===== src/rtl/seg_disp_pkg.sv =====
// seg_disp_pkg: shared types and constants for the seven-segment display arbiter.
package seg_disp_pkg;
  localparam int DIGIT_W = 16;
  localparam int MAX_REQ = 4;
  localparam int SRC_W = 2;
  typedef logic [SRC_W-1:0] src_t;
  typedef enum logic {IDLE, SHOW} state_t;
endpackage


===== src/rtl/seg_display_arbiter_rr_pick.sv =====
// rr_pick: round-robin winner search starting just above the last winner.
module rr_pick import seg_disp_pkg::*; #(
  parameter int NUM_REQ = 3
) (
  input  logic [NUM_REQ-1:0] req,
  input  src_t               last,
  output src_t               winner,
  output logic               valid
);
  always_comb begin
    winner = '0;
    valid = 1'b0;
    for (int j = NUM_REQ - 1; j >= 0; j--)
      if (req[j]) begin
        winner = src_t'(j);
        valid = 1'b1;
      end
    // lowest requester above last overrides the wrapped-around choice
    for (int j = NUM_REQ - 1; j >= 0; j--)
      if (req[j] && src_t'(j) > last) winner = src_t'(j);
  end
endmodule


===== src/rtl/seg_display_arbiter.sv =====
// seg_display_arbiter: round-robin sharing of one 16-bit display value with a minimum dwell.
module seg_display_arbiter import seg_disp_pkg::*; #(
  parameter int NUM_REQ = 3,
  parameter int HOLD_CYCLES = 50000000,
  parameter int CNT_W = 26
) (
  input  logic                       clk,
  input  logic                       rst_n,
  input  logic [NUM_REQ-1:0]         req,
  input  logic [DIGIT_W*NUM_REQ-1:0] data,
  output logic [NUM_REQ-1:0]         grant,
  output logic [DIGIT_W-1:0]         N,
  output logic [SRC_W-1:0]           active_src,
  output logic                       busy
);
  state_t state, state_nxt;
  logic [CNT_W-1:0] cnt, cnt_nxt;
  src_t last, last_nxt, winner, src_nxt;
  logic valid, busy_nxt;
  logic [DIGIT_W-1:0] n_nxt;
  logic [NUM_REQ-1:0] grant_nxt;
  logic [MAX_REQ-1:0] req_x;
  logic [DIGIT_W-1:0] words [MAX_REQ];
  assign req_x = MAX_REQ'(req);
  for (genvar g = 0; g < MAX_REQ; g++) begin : g_words
    if (g < NUM_REQ) begin : g_used
      assign words[g] = data[DIGIT_W*g +: DIGIT_W];
    end else begin : g_absent
      assign words[g] = '0;
    end
  end
  rr_pick #(.NUM_REQ(NUM_REQ)) u_pick (
    .req(req),
    .last(last),
    .winner(winner),
    .valid(valid)
  );
  always_comb begin
    state_nxt = state;
    cnt_nxt = cnt;
    last_nxt = last;
    src_nxt = active_src;
    n_nxt = N;
    grant_nxt = '0;
    busy_nxt = busy;
    if (state == SHOW && cnt != '0) begin
      cnt_nxt = cnt - 1'b1;
      // a live source may refresh its value without restarting the dwell
      if (req_x[active_src]) begin
        n_nxt = words[active_src];
        grant_nxt = NUM_REQ'(1) << active_src;
      end
    end else if (valid) begin
      state_nxt = SHOW;
      cnt_nxt = CNT_W'(HOLD_CYCLES - 1);
      last_nxt = winner;
      src_nxt = winner;
      n_nxt = words[winner];
      grant_nxt = NUM_REQ'(1) << winner;
      busy_nxt = 1'b1;
    end else begin
      state_nxt = IDLE;
      busy_nxt = 1'b0;
    end
  end
  always_ff @(posedge clk or negedge rst_n)
    if (!rst_n) begin
      state <= IDLE;
      cnt <= '0;
      last <= src_t'(NUM_REQ - 1);
      active_src <= '0;
      N <= '0;
      grant <= '0;
      busy <= 1'b0;
    end else begin
      state <= state_nxt;
      cnt <= cnt_nxt;
      last <= last_nxt;
      active_src <= src_nxt;
      N <= n_nxt;
      grant <= grant_nxt;
      busy <= busy_nxt;
    end
endmodule


===== config.mk =====
export PLATFORM = sky130hd
export DESIGN_NAME = seg_display_arbiter
export DESIGN_NICKNAME = d
export VERILOG_FILES = /design/src/rtl/seg_disp_pkg.sv /design/src/rtl/seg_display_arbiter_rr_pick.sv /design/src/rtl/seg_display_arbiter.sv
export SDC_FILE = /design/constraint.sdc
export NUM_CORES = 1
export LEC_CHECK = 0
export BUFFER_PORTS_ARGS = -buffer_cell sky130_fd_sc_hd__buf_2
export CAP_MARGIN = 20
export CORE_MARGIN = 1.5
export CORE_UTILIZATION = 50
export DETAILED_ROUTE_END_ITERATION = 16
export GPL_TIMING_DRIVEN = 0
export PLACE_DENSITY = 0.75
export SLEW_MARGIN = 5
export SYNTH_ARGS = -nofsm -noshare
export SYNTH_HDL_FRONTEND = slang
export SYNTH_HIERARCHICAL = 1
export SYNTH_SLANG_ARGS = --single-unit

===== constraint.sdc =====
create_clock -name clk -period 2.5 [get_ports clk]
set_input_delay 0.25 -clock clk [delete_from_list [all_inputs] [get_ports clk]]
set_output_delay 0.25 -clock clk [all_outputs]
set_load 0.01 [all_outputs]

[Yosys cells after proc, flatten, opt, wreduce, memory -nomap -nowiden]
Cells that the tools add are included.
Word-level totals
  register bits after elaboration: 50
  output and inout port bits: 22
  logic and storage cells: 53
Cells by class
  $add $sub $neg: 1
  order comparisons: 6
  equality and inequality tests: 1
  shift-type cells: 2
  multiplexer cells: 26
  bitwise logic cells: 3
  reductions and logical operators: 8
Operator list (number)
  16-bit two-way mux: 7
  16-bit binary-select mux with 2-bit select: 2
  26-bit two-way mux: 2
  26-bit nonzero test: 1
  26-bit by 1-bit subtractor with 26-bit output, second input constant: 1
  2-bit two-way mux: 6
  3-bit two-way mux: 3
  3-bit greater-or-equal comparator, second input constant: 2
  2-bit NOT with 3-bit output: 2
  1-bit by 2-bit left shift with 3-bit output, first input constant: 2
  1-bit two-way mux: 5
  1-bit by 2-bit greater-than comparator with 1-bit output, first input constant: 2
  1-bit logical AND: 4
  2-bit AND reduction: 2
  2-bit by 3-bit less-than comparator with 1-bit output, second input constant: 1
  1-bit binary-select mux with 2-bit select: 1
  2-bit greater-than comparator, first input constant: 1
  2-bit by 1-bit != test with 1-bit output, second input constant: 1
  2-bit nonzero test: 1
  1-bit NOT: 1

[Logic depth before layout (Yosys ltp)]
  word-level depth: 12
  mapped depth: 9
  mapped depth without buffers: 8

[Hierarchy]
The synthesis kept the hierarchy.
By module, submodules not included
  seg_display_arbiter: instances 1, cells an instance 341, area each 3108.0 µm², seq. area each 1227.4 µm²
  rr_pick: instances 1, cells an instance 8, area each 50.0 µm², seq. area each 0.0 µm²

[Worst setup path before layout]
OpenSTA, ideal clock, no wires.
  path type: register to register
  start point: register cnt[4]
  end point: register N[10]
  setup time: 0.126 ns
  arrival time: 1.991 ns
  required time: 2.374 ns
  path slack: 0.383 ns
  cell stages (with the launch flop): 8
  buffers on the path: 2
  clock period less this slack: 2.117 ns
  cell sequence: dfrtp_1 -> nor4_4 -> nand4_2 -> o21a_2 -> and2_1 -> buf_6 -> buf_6 -> a221o_1
Between the ends
  cells in the longest elaborated chain, start to end: 4
RTL lines
  from (decl): RTL line seg_display_arbiter.sv:17  | logic [CNT_W-1:0] cnt, cnt_nxt;
  from (signal assigned): RTL line seg_display_arbiter.sv:77  | cnt <= cnt_nxt;
  26-bit nonzero test *: RTL line seg_display_arbiter.sv:46  | if (state == SHOW && cnt != '0) begin
  1-bit logical AND *: RTL line seg_display_arbiter.sv:46
  2-bit by 1-bit != test with 1-bit output (no source line) / 2-bit nonzero test (equally long branches)
  2-bit AND reduction (no source line)
  to (signal assigned): RTL line seg_display_arbiter.sv:80  | N <= n_nxt;
  to (decl): RTL line seg_display_arbiter.sv:12  | output logic [DIGIT_W-1:0] N,
Mark *: on every way between the ends. The rest lies on a longest branch, timed or not.
A chain may end at the register's enable or synchronous reset.

[Worst setup path in the final report]
  start point: register cnt[20]
  end point: register N[6]
The elaborated chain is that of the path after synthesis.

==> flow_summary.ini <==
[die]
chipHeight_um = 82.48
core_um2 = 6026
num_io_pins = 75
dieArea_um2 = 6802
die_w_um = 82.48
start_util_pct = 52.41
std_cell_rows = 28

[placement]
portBuffers = 74
place_hpwl_mm = 5.882
gp_congestion = 0.8382
placed_cells = 498

[pwr]
pwr-share-seq_pct = 48.8
p_leak_nw = 1.611
clkPwrFrac_pct = 19.4
cellPowerDensity_nw_per_um2 = 618.4
p_int_mw = 1.505
switchingPower_mw = 0.8253
ir_worst_vdd_uv = 399.3
p_sw_share_pct = 35.42
combinationalPowerShare_pct = 31.9

[drt]
drt_iter0_drc = 154
wire_per_inst_um = 15.80
remaining_drc_errors = 0
vias = 3055
drt_first_pass_iters = 4
drtAntennaViolNets = 0
detail_route.vias_per_cell = 5.990
routed_wl_mm = 8.058

[cells_and_area]
regArea_um2 = 1227
drive_gt1_share_pct = 24.60
fillCellCount = 540
multiInputGateArea_um2 = 1813
fin_cells = 510
most-common-layout-cells = buf_2, nor2_1, dfrtp_1
antenna_cells = 0
layout_commonest_cell = buf_2
num-nets-final = 489
area_delta_synth_final_pct = 19.29

[setup_path]
r2r_end = N[6]
cp_top_family = simple AND/OR/NAND/NOR gates
cp.required_ns = 2.73
worstPathArrival_ns = 2.55
path_buf_inv = 2
cp_slowest_stage_delay_ns = 0.50
r2r_setup_slack_ns = 0.17
critPathKind = flip-flop to flip-flop
end_kind = flip-flop
r2r-start = cnt[20]
ff2ff_path_depth = 8
start_kind = flip-flop
cp_cell_sequence = nor4_2 -> nand3_1 -> o21a_2 -> nor2_4 -> inv_2 -> o21ai_2 -> buf_6 -> a221o_1
crit_slowest_cell = nor4_2
crit_path_max_fanout = 10

[clocking]
cts_made_buffers = 5
cts_tree = done
cts_htree_levels = 2
worstSkewPairLatency_ns = 0.29
path_clk_slew_ns = 0.09
clk_path_buf_depth = 2
cts_sinks = 49
cts_root_buffer = clkbuf_8

[synthesis]
synth.area.top_cells = dfrtp_1, mux2i_1, nor2_1
syn_area_um2 = 3158
synth_top_cell_by_area = dfrtp_1
ys_warn_count = 6
yosys_register_bits = 49
synth_cell_types = 48
synth.avg_cell_area_um2 = 9.049
synth_nets = 404
yosysSeqAreaShare_pct = 38.87
synth_cells = 349
synth_top_area_share_pct = 38.03

[timing]
setup_viol = 0
whs_ns = 0.2581
slew_viol_final = 0
fmax_mhz = 429.9
skew_ns = 0.01019
fin_crit_sh_pct = 93.05
rsz0062_at_grt = no
relSlewSlack_pct = 47.50
hold_viol = 0
worst_pin_slew_ns = 0.7875
fin_crit_ns = 2.326

[global_routing]
grt_pass1_wl_mm = 13.20
overflow = 0
grt_pass1_vias = 2859
antenna_found_initial = 0
track_usage_pct = 25.17
grt_max_degree = 50

[status]
status = finished, final reports clean

[min_path]
worstHoldStart = req[2]
holdPathEnd = grant[2]
hold_class = input port to flip-flop
whs_path_depth = 3

[run]
maxCapViolCount = 0
-- kinds of logic after synthesis --
kind of cell / after synthesis / share of synthesized area (%)
muxes: 47 / 15.02
AOI/OAI and AO/OA: 94 / 19.61
adders and majority gates: 2 / 0.7923
and+or+nand+nor: 129 / 21.43
DFF: 49 / 38.87
buffers and inverters: 28 / 4.279
-- worst max-delay path by stage --
stage / start / end / slack, ns / depth (start not counted)
2_1_floorplan: cnt[4] / N[10] / 0.38 / 7
3_3_place_gp: req[1] / N[0] / -0.02 / 7
3_5_place_dp: req[1] / N[13] / -0.07 / 7
4_1_cts: cnt[20] / N[6] / 0.01 / 8
5_1_grt: cnt[1] / N[4] / 0.03 / 7
6_report: cnt[20] / N[6] / 0.17 / 8
-- state kept, by name (all words and copies together) (netlist names) --
| name | count |
|---|---|
| cnt | 26 |
| last | 1 |
| N | 16 |
| state | 1 |
| grant | 3 |
| active_src | 2 |
-- worst reg2reg max path, delay by kind of cell, from the launching register on --
family / cells / cell delay, ns
flip-flops: 1 / 0.44
AND/OR/NAND/NOR: 3 / 0.86
AO/OA/AOI/OAI: 3 / 0.62
buffers and inverters: 2 / 0.34
-- synth_stat cells, drive strengths merged --
master and instances:
a41oi 1, mux2i 44, nor3 9, nor4b 1, dfstp 1, a221o 16
o31ai 5, or3 5, nor2 50, a31oi 5, o21a 2, nor4 9
buf 10, o21ai 34, and3 1, or4b 1, nand4b 2, nand2 27
nand2b 3, mux2 3, nand4 3, a21o 3, and4 2, nor3b 1
a211oi 1, o41ai 4, and2 2, dfrtp 48, clkbuf 13, or4 5
nand3 3, a22o 1, inv 5, ha 2, and4b 1, o2bb2ai 1
nor2b 4, a21oi 21
-- metal layers --
layer	vias to the layer above	global-route usage, %	wire (um)
met1	1485	30.81	3467
met3	7	5.385	446
met4	0	7.458	50
met2	80	44.15	4094
met5	-	0	0
li1	1483	-	-
-- layout make-up --
cell class                 instances  share of cell area, %
buffer                            23                  3.089
clock buffer                       6                  1.926
clock inverter                     2                 0.2657
inverter                           5                 0.4982
multi-input combinational        272                  48.12
sequential                        49                  32.58
tap                               75                  2.491
timing repair buffer              78                  11.03
-- per-stage QoR --
stage	cell area, um^2	utilization [%]	worst slack (ns)	power, mW	setup TNS, ns
after floorplan	3158	-	0.3834	1.597	0
after global placement	3622	60.11	-0.01815	1.840	-0.09312
after detailed placement	3622	60.11	-0.06683	1.865	-0.7203
after CTS	3705	61.48	0.01248	2.319	0
after global routing	3767	62.52	0.02532	2.476	0
final	3767	62.52	0.1739	2.330	0
-- power by group through the flow --
stage / clock [mW] / combinational, mW / sequential (mW)
5_1_grt: 0.491 / 0.824 / 1.16
3_5_place_dp: 0 / 0.725 / 1.14
6_report: 0.452 / 0.742 / 1.14
4_1_cts: 0.463 / 0.726 / 1.13
2_1_floorplan: 0 / 0.454 / 1.14
3_3_place_gp: 0 / 0.705 / 1.13
-- repair_timing --
item	4_1_cts	5_1_grt
hold buffers	0	1
gates resized for setup	0	3
buffers inserted	0	2
endpoints found under the setup margin	0	30
hold endpoints to repair	0	19
Power figures use the tool's default switching activity.
